File: src/rtl/dma_rd_port.sv
// Read-side DMA port: engine half-word requests to single-word MCB reads,
// with a one-line read cache for adjacent half-words.
module dma_rd_port #(
  parameter int ADDR_W   = 30,
  parameter int TIMEOUT  = 1023,
  parameter bit CACHE_EN = 1'b1
) (
  input  logic              clk,
  input  logic              rst,
  input  logic              reads_en,
  input  logic [ADDR_W-1:0] addr,
  input  logic              invalidate,
  output logic [15:0]       ob_data,
  output logic              ob_we,
  output logic              cmd_en,
  output logic [2:0]        cmd_instr,
  output logic [5:0]        cmd_bl,
  output logic [ADDR_W-1:0] cmd_byte_addr,
  input  logic              cmd_full,
  output logic              rd_en,
  input  logic [31:0]       rd_data,
  input  logic              rd_empty,
  output logic              busy,
  output logic              err
);

  localparam int TW = $clog2(TIMEOUT + 1);

  typedef enum logic [1:0] {IDLE, CMD, WAIT, GAP} state_t;

  state_t            state_q, state_d;
  logic [ADDR_W-1:0] lat_q, lat_d;
  logic [31:0]       line_q, line_d;
  logic [ADDR_W-2:0] tag_q, tag_d;
  logic              valid_q, valid_d;
  logic [TW-1:0]     timer_q, timer_d;
  logic [15:0]       ob_data_d;
  logic              ob_we_d;
  logic              cmd_en_d;
  logic [ADDR_W-1:0] cmd_addr_d;
  logic              rd_en_d;
  logic              busy_d;
  logic              err_d;
  logic              hit;

  assign cmd_instr = 3'b001;
  assign cmd_bl    = 6'd0;

  // A same-cycle invalidate always beats a lookup
  assign hit = CACHE_EN && valid_q && !invalidate &&
               (tag_q == addr[ADDR_W-1:1]);

  always_comb begin
    state_d    = state_q;
    lat_d      = lat_q;
    line_d     = line_q;
    tag_d      = tag_q;
    valid_d    = valid_q & ~invalidate;
    timer_d    = '0;
    ob_data_d  = ob_data;
    ob_we_d    = 1'b0;
    cmd_en_d   = 1'b0;
    cmd_addr_d = cmd_byte_addr;
    rd_en_d    = 1'b0;
    err_d      = err;
    unique case (state_q)
      IDLE: begin
        if (reads_en) begin
          if (hit) begin
            ob_we_d   = 1'b1;
            ob_data_d = addr[0] ? line_q[31:16] : line_q[15:0];
            state_d   = GAP;
          end else begin
            lat_d   = addr;
            state_d = CMD;
          end
        end else if (!rd_empty && !rd_en) begin
          // orphaned word from an aborted transaction
          rd_en_d = 1'b1;
        end
      end
      CMD: begin
        if (!cmd_full) begin
          cmd_en_d   = 1'b1;
          cmd_addr_d = {lat_q[ADDR_W-2:1], 2'b00};
          state_d    = WAIT;
        end
      end
      WAIT: begin
        if (!rd_empty && !rd_en) begin
          rd_en_d   = 1'b1;
          line_d    = rd_data;
          tag_d     = lat_q[ADDR_W-1:1];
          valid_d   = CACHE_EN;
          ob_data_d = lat_q[0] ? rd_data[31:16] : rd_data[15:0];
          ob_we_d   = reads_en;
          state_d   = GAP;
        end else if (timer_q == TW'(TIMEOUT - 1)) begin
          err_d     = 1'b1;
          ob_data_d = 16'h0;
          ob_we_d   = 1'b1;
          valid_d   = 1'b0;
          state_d   = GAP;
        end else begin
          timer_d = timer_q + 1'b1;
        end
      end
      GAP: state_d = IDLE;
      default: state_d = IDLE;
    endcase
    busy_d = (state_d != IDLE);
  end

  always_ff @(posedge clk or posedge rst) begin
    if (rst) begin
      state_q       <= IDLE;
      lat_q         <= '0;
      line_q        <= '0;
      tag_q         <= '0;
      valid_q       <= 1'b0;
      timer_q       <= '0;
      ob_data       <= '0;
      ob_we         <= 1'b0;
      cmd_en        <= 1'b0;
      cmd_byte_addr <= '0;
      rd_en         <= 1'b0;
      busy          <= 1'b0;
      err           <= 1'b0;
    end else begin
      state_q       <= state_d;
      lat_q         <= lat_d;
      line_q        <= line_d;
      tag_q         <= tag_d;
      valid_q       <= valid_d;
      timer_q       <= timer_d;
      ob_data       <= ob_data_d;
      ob_we         <= ob_we_d;
      cmd_en        <= cmd_en_d;
      cmd_byte_addr <= cmd_addr_d;
      rd_en         <= rd_en_d;
      busy          <= busy_d;
      err           <= err_d;
    end
  end

endmodule

File: config.mk
export PLATFORM = sky130hd
export DESIGN_NAME = dma_rd_port
export DESIGN_NICKNAME = d
export VERILOG_FILES = /design/src/rtl/dma_rd_port.sv
export SDC_FILE = /design/constraint.sdc
export NUM_CORES = 1
export LEC_CHECK = 0
export CAP_MARGIN = 20
export CORE_MARGIN = 3
export CORE_UTILIZATION = 55
export DETAILED_ROUTE_END_ITERATION = 7
export PLACE_DENSITY = 0.86
export SYNTH_ARGS = -nofsm -noshare
export SYNTH_HDL_FRONTEND = slang
export SYNTH_SLANG_ARGS = --single-unit
File: constraint.sdc
create_clock -name clk -period 13.58 [get_ports clk]
set_clock_uncertainty 0.05 [all_clocks]
set_input_delay 2.716 -clock clk [delete_from_list [all_inputs] [get_ports clk]]
set_output_delay 2.716 -clock clk [all_outputs]
set_load 0.03 [all_outputs]
* Word-level counts from Yosys, hierarchy flattened *
Index checks and enable logic that the tools add are counted.

word-level totals
  bits in registers = 153
  logic and storage cells = 70

cells by class
  add/subtract/negate cells = 1
  equality and inequality tests = 8
  mux-type cells = 29
  bitwise operators = 5
  reductions and logical operators = 14

operator list
  operator                                        count
  2-to-1 mux 16 bit                               6
  case mux 16 bit (2 select lines)                1
  2-to-1 mux 10 bit                               3
  == test 29 bit                                  1
  2-to-1 mux 1 bit                                11
  adder 10 x 1 -> 10 bit (second input constant)  1
  == test 10 bit (second input constant)          1
  2-to-1 mux 2 bit                                5
  case mux 2 bit (4 select lines)                 1
  AND reduction 3 bit                             2
  == test 2 bit (second input constant)           2
  inequality test 2 bit (second input constant)   2
  inverter 1 bit                                  4
  case mux 1 bit (2 select lines)                 2
  AND reduction 2 bit                             2
  AND reduction 4 bit                             1
  nonzero test 2 bit                              2
  logical AND 1 bit                               3
  zero test 1 bit                                 3
  inequality test 3 bit (second input constant)   1
  == test 2 x 1 -> 1 bit (second input constant)  1
  zero test 2 bit                                 1
  AND 1 bit                                       1

* Logic depth before layout (Yosys ltp) *
Gate-level depths: netlist of run 1.

  depth in word-level cells = 7
  gate-level depth with buffers = 7
  mapped depth without buffers = 6

* Worst setup path before layout of run 1 *
Ideal clock, no wire load.

  path kind = input -> register
  from = in addr[19]
  to = reg ob_data[0]
  data arrival time = 4.283 ns
  data required time = 13.402 ns
  slack = 9.119 ns
  stages on the path = 7
  buffers on the path = 1
  path through = xor2_1 -> nor4_1 -> nand4_1 -> nor4_4 -> a21oi_2 -> buf_4 -> mux2_1

on the way
  word-level cells in the longest chain between the ends = 4

RTL lines
  what                                    RTL line  source
  start, declared                         11        input logic [ADDR_W-1:0] addr,
  == test 29 bit                          51        (tag_q == addr[ADDR_W-1:1]);
  logical AND 1 bit                       50        assign hit = CACHE_EN && valid_q && !invalidate &&
  inequality test 2 bit (no source line)  --
  AND reduction 4 bit (no source line)    --
  end signal, assigned                    136       ob_data <= ob_data_d;
  end, declared                           13        output logic [15:0] ob_data,

Every way passes these cells.
A chain may end at the register's enable or synchronous reset.

* Worst setup path after layout of run 1 *
  from = in addr[18]
  to = reg lat_q[12]

on the way
  word-level cells in the longest chain between the ends = 4

RTL lines
  what                                  RTL line  source
  == test 29 bit                        51
  logical AND 1 bit                     50
  inverter 1 bit (no source line)       --
  AND reduction 3 bit (no source line)  --
  end signal, assigned                  131       lat_q <= lat_d;
  end, declared                         32        logic [ADDR_W-1:0] lat_q, lat_d;

Every way passes these cells.

==> summary.txt, run 1 <==
Outcome
  • Status: completed

Route
  • TritonRoute pass-1 iters: 4
  • Vias per cell: 5.429
  • M1 WL: ~6.4 mm
  • Met3 wire length: about 1000 um
  • WL per Instance: 17.43 um
  • Drt initial violations: 420
  • Final wirelength: 15.14 mm
  • Top sig layer: met4
  • Metal2 WL: 7.541 mm
  • Residual DRC: 0
  • ANT nets after route: 0
  • Via count: 4718

Clock network
  • CTS tree: done
  • Cts hold-fix bufs: 0
  • CTS resizes: 0
  • Clock buffer depth: 2
  • Worst skew pair latency: 430 ps
  • CTS root buf: clkbuf_16
  • Setup bufs post-CTS: 0
  • CTS sink cnt: 153
  • H-tree depth: 4
  • Num CTS Buffers: 17
  • Clock slew at reported path FFs: 60 ps

Placement
  • Placer Congestion: 0.7639
  • DPL Wire Length: 10.17 mm
  • # port buffers: ~120

Synthesis
  • Post-synthesis register bit count: approximately 150
  • YS warnings: 0
  • Synth top area share: between 50% and 60%
  • Cell accounting for the most synthesized area: dfrtp_1
  • Netlist cell types: 36
  • Post-synthesis sequential area ratio: 57.38%
  • Avg Synthesized Cell Area: approximately 11 um2
  • Synth Instances: 603
  • Mapped Area: 6673 um2
  • Dominant cells by area after synthesis: dfrtp_1, mux2_2, nand2_1

Layout
  • Area grow syn2layout: 27.34%
  • FILL cells: 797
  • Fin nets: 783
  • Utilization after layout: about 73%
  • N_diodes: 0
  • Share of cells above drive strength 1: 15.15%

Setup path
  • Crit path max-delay cell type: nor4_1
  • Crit Path Class: in2reg
  • Crit path cell chain: clkdlybuf4s50_1 -> xor2_1 -> nor4_1 -> nand4_1 -> nor4_4 -> nor2b_2 -> buf_4 -> mux2_2
  • CP required: approximately 14000 ps
  • Largest fanout on the critical path: 22
  • Startpoint class of the critical path: input pin
  • CP arrival: 5190 ps
  • Critical Path End Type: flop
  • Worst path max stage delay: 490 ps

Pwr
  • Max VDD drop: 165.3 uV
  • Psw: 0.7136 mW
  • Clock power share: 23.2%
  • Sequential share of power: 40.3%
  • Combinational Power Share: 36.5%
  • Sw frac: 36.10%
  • Pint: between 1 and 1.5 mW
  • Leakage: approximately 4.0 nW
  • PwrDens: 232.7 nW/um2

Timing
  • Setup violators final: 0
  • Relative slew slack: 24.80%
  • RSZ-0062 raised after global routing: no
  • Final Hold Fails: 0
  • Tmin final: 4924 ps
  • Final period utilization: 36.26%
  • Max Slew Vio Count: 0
  • Post-Route Setup TNS: 0 ps
  • Slew @ Worst Pin: approximately 1100 ps
  • Fmax: 0.2031 GHz

Floorplanning
  • Chip height: 116.1 um
  • Starting density of the core: 57.46%
  • Die ar.: ~13000 um2
  • Core Area: 11610 um2
  • Row count: 39
  • I/O Pins: 128
  • Die Span X: 116.1 um

GRT
  • Initial antenna violation count: 0
  • Overall Global Routing Usage: 23.91%
  • Vias in the first global route: 5052
  • Global-route wire length before repair: roughly 25 mm
  • Grt ovf: 0
  • Largest net degree at the start of global routing: 96

Hold path
  • Worst min-delay path category: reg2reg

Flow run
  • Max Cap Violations: 0
-- layout by cell type, fill, tap and decap left out, types with 5 or more instances in the layout --
master,Yosys,layout
buf_4,12,6
clkbuf_16,0,17
clkdlybuf4s50_1,0,116
conb_1,2,11
dfrtp_1,153,153
inv_1,6,5
inv_6,0,5
mux2_1,10,10
mux2_2,64,64
mux2i_1,32,32
nand2_1,187,186
nor2_1,16,15
nor4_1,5,5
o22ai_1,17,17
xnor2_1,8,8
xor2_1,26,26
-- state kept, by name, indices dropped and copies added (netlist names) --
| register | cells |
|---|---|
| cmd_byte_addr | 28 |
| tag_q | 29 |
| line_q | 32 |
| ob_data | 16 |
| ob_we | 1 |
| lat_q | 30 |
| state_q | 2 |
| timer_q | 10 |
| err | 1 |
| rd_en | 1 |
| busy | 1 |
| valid_q | 1 |
| cmd_en | 1 |
-- worst max-delay path, delay by kind of cell --
| kind | cells | cell delay (ps) |
|---|---|---|
| xor+xnor | 1 | 170 |
| buf+inv | 2 | 730 |
| mux | 1 | 310 |
| simple gates | 4 | 1250 |
-- path summary, 6_finish.rpt --
kind / startpoint / endpoint / cells after the start / slack (ps)
min in group asynchronous: rst / cmd_byte_addr[5]$_DFFE_PP0P_ / 2 / 2790
setup reg to reg: tag_q[17]$_DFFE_PP0P_ / lat_q[12]$_DFFE_PP0P_ / 7 / 10970
hold / removal: line_q[25]$_DFFE_PP0P_ / line_q[25]$_DFFE_PP0P_ / 2 / 430
setup / recovery: addr[18] / lat_q[12]$_DFFE_PP0P_ / 8 / 8660
hold reg to reg: line_q[25]$_DFFE_PP0P_ / line_q[25]$_DFFE_PP0P_ / 2 / 430
max in group asynchronous: rst / state_q[0]$_DFF_PP0_ / 3 / 9410
-- kinds of logic (layout without fill, tap and decap cells) --
group                      Yosys count  count (layout)  synth area share [%]
xor gates and xnor gates            34              34                 4.463
buffers and inverters               46             160                 3.319
adders and majority gates            2               2                0.3750
muxes                              106             106                 17.29
other                                2              11                0.1125
and+or+nand+nor                    229             229                 14.06
DFF                                153             153                 57.38
AOI/OAI and AO/OA                   31              31                 3.000
-- synth_stat cells, drive strengths merged --
| library cell | instances |
|---|---|
| a211o | 1 |
| a21oi | 4 |
| a221oi | 1 |
| a22oi | 1 |
| a311o | 1 |
| and2 | 1 |
| and3 | 3 |
| and4 | 1 |
| buf | 16 |
| clkbuf | 24 |
| conb | 2 |
| dfrtp | 153 |
| ha | 2 |
| inv | 6 |
| mux2 | 74 |
| mux2i | 32 |
| nand2 | 187 |
| nand2b | 2 |
| nand3 | 2 |
| nand4 | 4 |
| nor2 | 16 |
| nor2b | 3 |
| nor3 | 2 |
| nor3b | 1 |
| nor4 | 6 |
| o21ai | 4 |
| o21bai | 2 |
| o22ai | 17 |
| or2 | 1 |
| xnor2 | 8 |
| xor2 | 26 |
-- metal layers --
metal  vias up  global-route usage [%]
met5         -                       0
met4         0                   8.430
met3        24                   7.098
met2       137                   40.12
met1      2355                   29.73
li1       2202                       -
-- through the flow --
step           power (mW)  hold slack, ps  setup slack, ps  instance area (um2)  instances
6_report            1.977           425.2             8656                 8497        869
5_1_grt             2.088           454.5             8575                 8497        869
4_1_cts             1.988           426.7             8678                 8497        869
3_5_place_dp        1.522           413.2             8287                 7915        837
3_3_place_gp        1.479           397.7             8331                 7915        837
2_1_floorplan       1.250           384.8             6693                 6706        612
-- area by class of cell --
type	count	area, um2	area share [%]
Tap cell	143	178.9	2.106
Clock inverter	12	115.1	1.355
Sequential cell	153	3829	45.06
Timing Repair Buffer	122	1206	14.20
Multi-Input combinational cell	413	2674	31.47
Inverter	6	27.53	0.3240
Clock buffer	20	466.7	5.493
-- power by group through the flow --
stage | registers (mW) | logic, mW | clock network [mW]
after floorplan | 0.885 | 0.365 | 0
after detailed placement | 0.800 | 0.722 | 0
after global routing | 0.820 | 0.783 | 0.486
after global placement | 0.786 | 0.693 | 0
after CTS | 0.796 | 0.729 | 0.463
final | 0.796 | 0.721 | 0.459
Note: power is estimated with default switching activity, not from simulation.
==> run 2, diff against run 1 <==
- CORE_UTILIZATION: 55 -> 47
- PLACE_DENSITY: 0.86 -> 0.78
- clock period: 13.58 -> 4.1 ns (I/O delays scaled with it)
==> run 2 against run 1 <==
Total power grew to 3.4 times the previous value. Sequential share of layout area shrank 0.65 points. Routed wire length shrank 1.9%. Global-route usage shrank 4.2 points. Clock power grew to 3.5 times the previous value. Utilization shrank 9.6 points. Via count shrank 1.0%. Sequential power grew to 3.3 times the previous value. Hold slack lost 4.9 ps. Critical path depth shrank 1.
==> summary.txt, run 2 (synthesized netlist as in run 1, its figures left out) <==
Clock network
  • CTS tree: done
  • Clock buffer depth: 2 (unchanged)
  • CTS root buf: clkbuf_16
  • Num CTS Buffers: 17 (unchanged)
  • CTS sink cnt: 153 (unchanged)
  • H-tree depth: 4 (unchanged)
  • Cts hold-fix bufs: 0 (unchanged)
  • CTS resizes: 0 (unchanged)
  • Setup bufs post-CTS: 0 (unchanged)
  • Clock slew at reported path FFs: 60 ps (about the same)
  • Worst skew pair latency: 420 ps (about the same)

Pwr
  • Pint: 4.334 mW (+240%)
  • Psw: 2.297 mW (+220%)
  • PwrDens: 769.1 nW/um2 (+230%)
  • Max VDD drop: 460.5 uV (+180%)
  • Sw frac: 34.64% (-1.5 points)
  • Sequential share of power: 39.7% (-0.6 points)
  • Clock power share: 24.5% (+1.3 points)
  • Combinational Power Share: 35.8% (-0.7 points)
  • Leakage: 4.020 nW (+0.63%)

Layout
  • Area grow syn2layout: 29.21%
  • Max reg flops: 32 (unchanged)
  • N_diodes: 0 (unchanged)
  • Share of cells above drive strength 1: 15.01% (-0.14 points)
  • Register with the most flip-flops: line_q
  • Largest regs: line_q: 32 flops, lat_q: 30 flops, tag_q: 29 flops
  • Most frequent cells in the layout: nand2_1, dfrtp_1, clkdlybuf4s50_1, mux2_2, mux2i_1
  • FILL cells: 1019 (+28%)
  • Fin nets: 784 (+0.13%)
  • Most common cell after layout, fill and taps aside: nand2_1

Timing
  • Final period utilization: 74.22%
  • Tmin final: 3043 ps
  • Hold Slack: 420.2 ps (-4.947 ps)
  • Slew @ Worst Pin: 1156 ps (+31.87 ps)
  • Fmax: 0.3286 GHz
  • Final Hold Fails: 0 (unchanged)
  • Setup slack after layout: 1057 ps (-7599 ps)
  • Relative slew slack: 22.67% (-2.1 points)
  • Max Slew Vio Count: 0 (unchanged)
  • RSZ-0062 raised after global routing: no
  • Post-Route Setup TNS: 0 ps (unchanged)
  • Setup violators final: 0 (unchanged)

GRT
  • Overall Global Routing Usage: 19.67% (-4.2 points)
  • Largest net degree at the start of global routing: 75 (-22%)
  • Grt ovf: 0 (unchanged)
  • Vias in the first global route: 4860 (-3.8%)
  • Global-route wire length before repair: 24.72 mm (+0.17%)
  • Initial antenna violation count: 0 (unchanged)

Setup path
  • CP required: 4350 ps (-9490 ps)
  • CP arrival: 3290 ps (-1900 ps)
  • Startpoint class of the critical path: input pin
  • Critical Path End Type: flop
  • Crit Path Class: in2reg
  • Largest fanout on the critical path: 16 (-27%)
  • Worst reg-to-reg path cell count: 6 (-1)

Floorplanning
  • Die ar.: 15660 um2 (+16%)
  • Chip height: 125.2 um (+7.8%)
  • Row count: 42 (+7.7%)
  • Die Span X: 125.2 um (+7.8%)
  • Core Area: 13560 um2 (+17%)
  • I/O Pins: 128 (unchanged)
  • Starting density of the core: 49.22% (-8.2 points)

Route
  • ANT nets after route: 0 (unchanged)
  • TritonRoute pass-1 iters: 4 (unchanged)
  • Residual DRC: 0 (unchanged)
  • Final wirelength: 14.85 mm (-1.9%)
  • Vias per cell: 5.176 (-4.7%)
  • Drt initial violations: 250 (-40%)
  • WL per Instance: 16.47 um (-5.5%)
  • Via count: 4669 (-1.0%)

Hold path
  • Worst Hold Depth: 2 (unchanged)
  • Worst min-delay path category: reg2reg

Placement
  • Setup WS pre-CTS: 629.3 ps (-7658 ps)
  • DPL Wire Length: 10.17 mm (about the same)
  • # port buffers: 116 (unchanged)
  • Placer Congestion: 0.8183 (+7.1%)

Outcome
  • Status: completed

Flow run
  • Max Cap Violations: 0 (unchanged)
-- run 2: cell types whose count changed in the layout (fill, tap and decap cells not counted), moves of 2 or more --
| cell | before | now |
|---|---|---|
| buf_12 | 0 | 3 |
| buf_4 | 6 | 4 |
| bufinv_16 | 1 | 4 |
| clkbuf_8 | 3 | 1 |
| clkinv_4 | 2 | 0 |
| clkinvlp_4 | 3 | 5 |
| inv_6 | 5 | 1 |
-- run 2: cell type report --
| class | instances | area (um2) | area share (%) |
|---|---|---|---|
| Clock buffer | 19 | 442.9 | 5.137 |
| Clock inverter | 12 | 173.9 | 2.017 |
| Inverter | 6 | 26.28 | 0.3047 |
| Multi-Input combinational cell | 413 | 2679 | 31.07 |
| Sequential cell | 153 | 3829 | 44.41 |
| Tap cell | 176 | 220.2 | 2.554 |
| Timing Repair Buffer | 123 | 1251 | 14.51 |
-- run 2: power by group through the flow --
stage	sequential [mW]	combinational, mW	clock [mW]
after floorplan	2.93	1.21	0
after global placement	2.61	2.32	0
after detailed placement	2.65	2.39	0
after CTS	2.63	2.41	1.66
after global routing	2.73	2.57	1.72
final	2.63	2.38	1.62
-- run 2: final timing paths --
path,start,endpoint,slack [ps]
setup / recovery,addr[18],ob_data[4]$_DFFE_PP0P_,1060
hold reg to reg,lat_q[29]$_DFFE_PP0P_,tag_q[28]$_DFFE_PP0P_,420
min in group asynchronous,rst,timer_q[4]$_DFF_PP0_,880
hold / removal,lat_q[29]$_DFFE_PP0P_,tag_q[28]$_DFFE_PP0P_,420
max in group asynchronous,rst,cmd_byte_addr[28]$_DFFE_PP0P_,2310
setup reg to reg,tag_q[17]$_DFFE_PP0P_,ob_data[4]$_DFFE_PP0P_,1510
-- run 2: stage by stage --
step                      utilization (%)  cell area, um2  total power, mW  instances
after CTS                           63.59            8622            6.699        902
after detailed placement            59.04            8005            5.048        871
final                               63.59            8622            6.631        902
after global placement              59.04            8005            4.922        871
after floorplan                         -            6710            4.139        612
after global routing                63.59            8622            7.022        902
-- run 2: metal layers --
layer | vias to the layer above | wire length [um] | global-route usage (%)
li1 | 2204 | - | -
met1 | 2300 | 6485 | 25.96
met2 | 144 | 7162 | 31.70
met3 | 21 | 1002 | 5.757
met4 | 0 | 202 | 5.995
met5 | - | 0 | 0
-- run 2: critical path: stages --
cell,delay (ps)
clkdlybuf4s50_1,450
xor2_1,160
nor4_1,520
nand4_1,240
nor4_4,350
a21oi_2,340
mux2_1,400
==> run 3, diff against run 2 <==
- clock period: 4.1 -> 2.7 ns (I/O delays scaled with it)
==> run 3 against run 2 <==
Cell count up 1.2%. Utilization up 0.59 points. Setup slack worse by 940 ps. Critical path depth up 1. Hold slack better by 2.3 ps. Register-to-register slack worse by 1200 ps. Routed wire length up 0.26%. Count of clock-buffer cells in the layout up 2. Non-clock buffer count up 10. Highest routed layer unchanged. Cell area up 0.93%. First-iteration DRC count up 37%. Largest power group unchanged. Largest cell class unchanged. Sequential cell count unchanged.
==> summary.txt, run 3 (synthesized netlist as in run 1, its figures left out) <==
Route
  • ANT nets after route: 0 (unchanged)
  • Residual DRC: 0 (unchanged)
  • Via count: 4712 (+0.92%)
  • WL per Instance: 16.31 um (-0.95%)
  • Vias per cell: 5.161 (-0.29%)
  • Final wirelength: 14.89 mm (+0.26%)
  • TritonRoute pass-1 iters: 4 (unchanged)
  • Drt initial violations: 343 (+37%)

Clock network
  • CTS sink cnt: 153 (unchanged)
  • CTS tree: done
  • Clock buffer depth: 2 (unchanged)
  • Setup bufs post-CTS: 0 (unchanged)
  • Clock slew at reported path FFs: 60 ps (about the same)
  • Num CTS Buffers: 17 (unchanged)
  • CTS root buf: clkbuf_16
  • H-tree depth: 4 (unchanged)
  • Worst skew pair latency: 420 ps (about the same)
  • Cts hold-fix bufs: 0 (unchanged)
  • CTS resizes: 0 (unchanged)

Layout
  • Area grow syn2layout: 30.41%
  • Utilization after layout: 64.18% (+0.59 points)
  • Largest regs: line_q: 32 flops, lat_q: 30 flops, tag_q: 29 flops
  • Share of cells above drive strength 1: 16.01% (+1.0 points)
  • Most common cell after layout, fill and taps aside: nand2_1
  • Fin nets: 794 (+1.3%)
  • Register with the most flip-flops: line_q
  • Design Area, Final: 8702 um2 (+0.93%)
  • Post-Layout Cell Count: 913 (+1.2%)
  • Max reg flops: 32 (unchanged)
  • N_diodes: 0 (unchanged)
  • Most frequent cells in the layout: nand2_1, dfrtp_1, clkdlybuf4s50_1, mux2_2, mux2i_1

Outcome
  • Status: completed

Placement
  • DPL Wire Length: 10.10 mm (-0.69%)
  • Post-DP Area: 8080 um2 (+0.94%)
  • Placer Congestion: 0.7708 (-5.8%)
  • # port buffers: 116 (unchanged)
  • Setup WS pre-CTS: -342.2 ps (-971.5 ps)
  • Dpl cells: 881 (+1.1%)

Setup path
  • Crit path max-delay cell type: nor2b_4
  • CP required: 2950 ps (-1400 ps)
  • Worst reg-to-reg path cell count: 8 (+2)
  • CP arrival: 2830 ps (-460 ps)
  • Crit Path Class: in2reg
  • R2r setup slk: 280 ps (-1230 ps)
  • Buffers plus inverters on the worst setup path: 2 (+1)
  • Largest fanout on the critical path: 30 (+14)
  • Startpoint class of the critical path: input pin
  • Crit path cell chain: clkdlybuf4s50_1 -> xor2_1 -> nor4_1 -> buf_4 -> nand4_1 -> nor4_4 -> nor2b_4 -> mux2_2
  • Critical path's top delay family: simple AND/OR/NAND/NOR gates
  • Critical Path End Type: flop
  • Reg2reg end: ob_data[1]$_DFFE_PP0P_
  • Worst reg2reg startpoint: tag_q[17]$_DFFE_PP0P_
  • Worst path max stage delay: 740 ps (+220 ps)

Flow run
  • Max Cap Violations: 0 (unchanged)

Timing
  • Setup violators final: 0 (unchanged)
  • Final Hold Fails: 0 (unchanged)
  • Max Slew Vio Count: 0 (unchanged)
  • Fmax: 0.3870 GHz
  • Hold Slack: 422.5 ps (+2.263 ps)
  • RSZ-0062 raised after global routing: no
  • Post-Route Setup TNS: 0 ps (unchanged)
  • Tmin final: 2584 ps
  • Final period utilization: approximately 96%
  • Relative slew slack: 36.93% (+14 points)
  • Slew @ Worst Pin: 944.1 ps (-212.3 ps)
  • Setup slack after layout: 115.9 ps (-941.0 ps)

Floorplanning
  • Row count: 42 (unchanged)
  • Starting density of the core: 49.22% (unchanged)
  • Core Area: 13560 um2 (unchanged)
  • Chip height: 125.2 um (unchanged)
  • Die ar.: 15660 um2 (unchanged)
  • Die Span X: 125.2 um (unchanged)
  • I/O Pins: 128 (unchanged)

GRT
  • Global-route wire length before repair: 24.79 mm (+0.31%)
  • Overall Global Routing Usage: 19.53% (-0.14 points)
  • Largest net degree at the start of global routing: 114 (+52%)
  • Vias in the first global route: 4961 (+2.1%)
  • Initial antenna violation count: 0 (unchanged)
  • Grt ovf: 0 (unchanged)

Pwr
  • Total Power: 10.13 mW (+53%)
  • PwrDens: 1164 nW/um2 (+51%)
  • Leakage: 4.080 nW (+1.5%)
  • Max VDD drop: 789.2 uV (+71%)

Hold path
  • Hold Crit Endpoint: line_q[7]$_DFFE_PP0P_
  • Worst Hold Depth: 2 (unchanged)
  • Hold path start: line_q[7]$_DFFE_PP0P_
  • Worst min-delay path category: reg2reg
run 3: cell types whose count changed in the layout (fill, tap and decap cells not counted):
cell        change
clkinv_2        -1
clkinvlp_4      -2
buf_4          +10
inv_6           -1
clkinv_4        +3
clkbuf_1        +2
run 3: worst max path at each step:
stage	start	to	slack (ps)	cells past startpoint
after detailed placement	addr[18]	ob_data[1]$_DFFE_PP0P_	-340	9
after CTS	addr[18]	ob_data[1]$_DFFE_PP0P_	80	9
final	addr[18]	lat_q[17]$_DFFE_PP0P_	120	8
after global placement	addr[18]	ob_data[13]$_DFFE_PP0P_	-340	9
after floorplan	rst	busy$_DFF_PP0_	180	1
after global routing	addr[18]	ob_data[15]$_DFFE_PP0P_	40	9
run 3: worst register-to-register path, delay by kind of cell, from the launching register on:
kind                      cells  cell delay (ps)
xor gates and xnor gates      1              180
muxes                         1              330
DFF                           1              400
buffers and inverters         2              370
AOI/OAI and AO/OA             1              130
and+or+nand+nor               3              850
run 3: final cells by class:
cell class,instances,area (um2)
fillers,1068,4856
repair buffers,133,1326
well taps,176,220.2
clock buffers,21,450.4
multi-input cells,413,2679
clock inverters,11,171.4
flip-flops and latches,153,3829
inverters,6,26.28
run 3: where the power goes:
| group | switching, mW | internal (mW) |
|---|---|---|
| logic | 1.96 | 1.76 |
| registers | 0.632 | 3.30 |
| clock network | 0.906 | 1.57 |
| total | 3.50 | 6.63 |
run 3: routing by layer:
metal / part of all wire [%] / track usage [%]
met1: 44 / 25.30
met2: 49 / 32.65
met3: 5.6 / 5.544
met4: 0.99 / 4.974
met5: 0 / 0
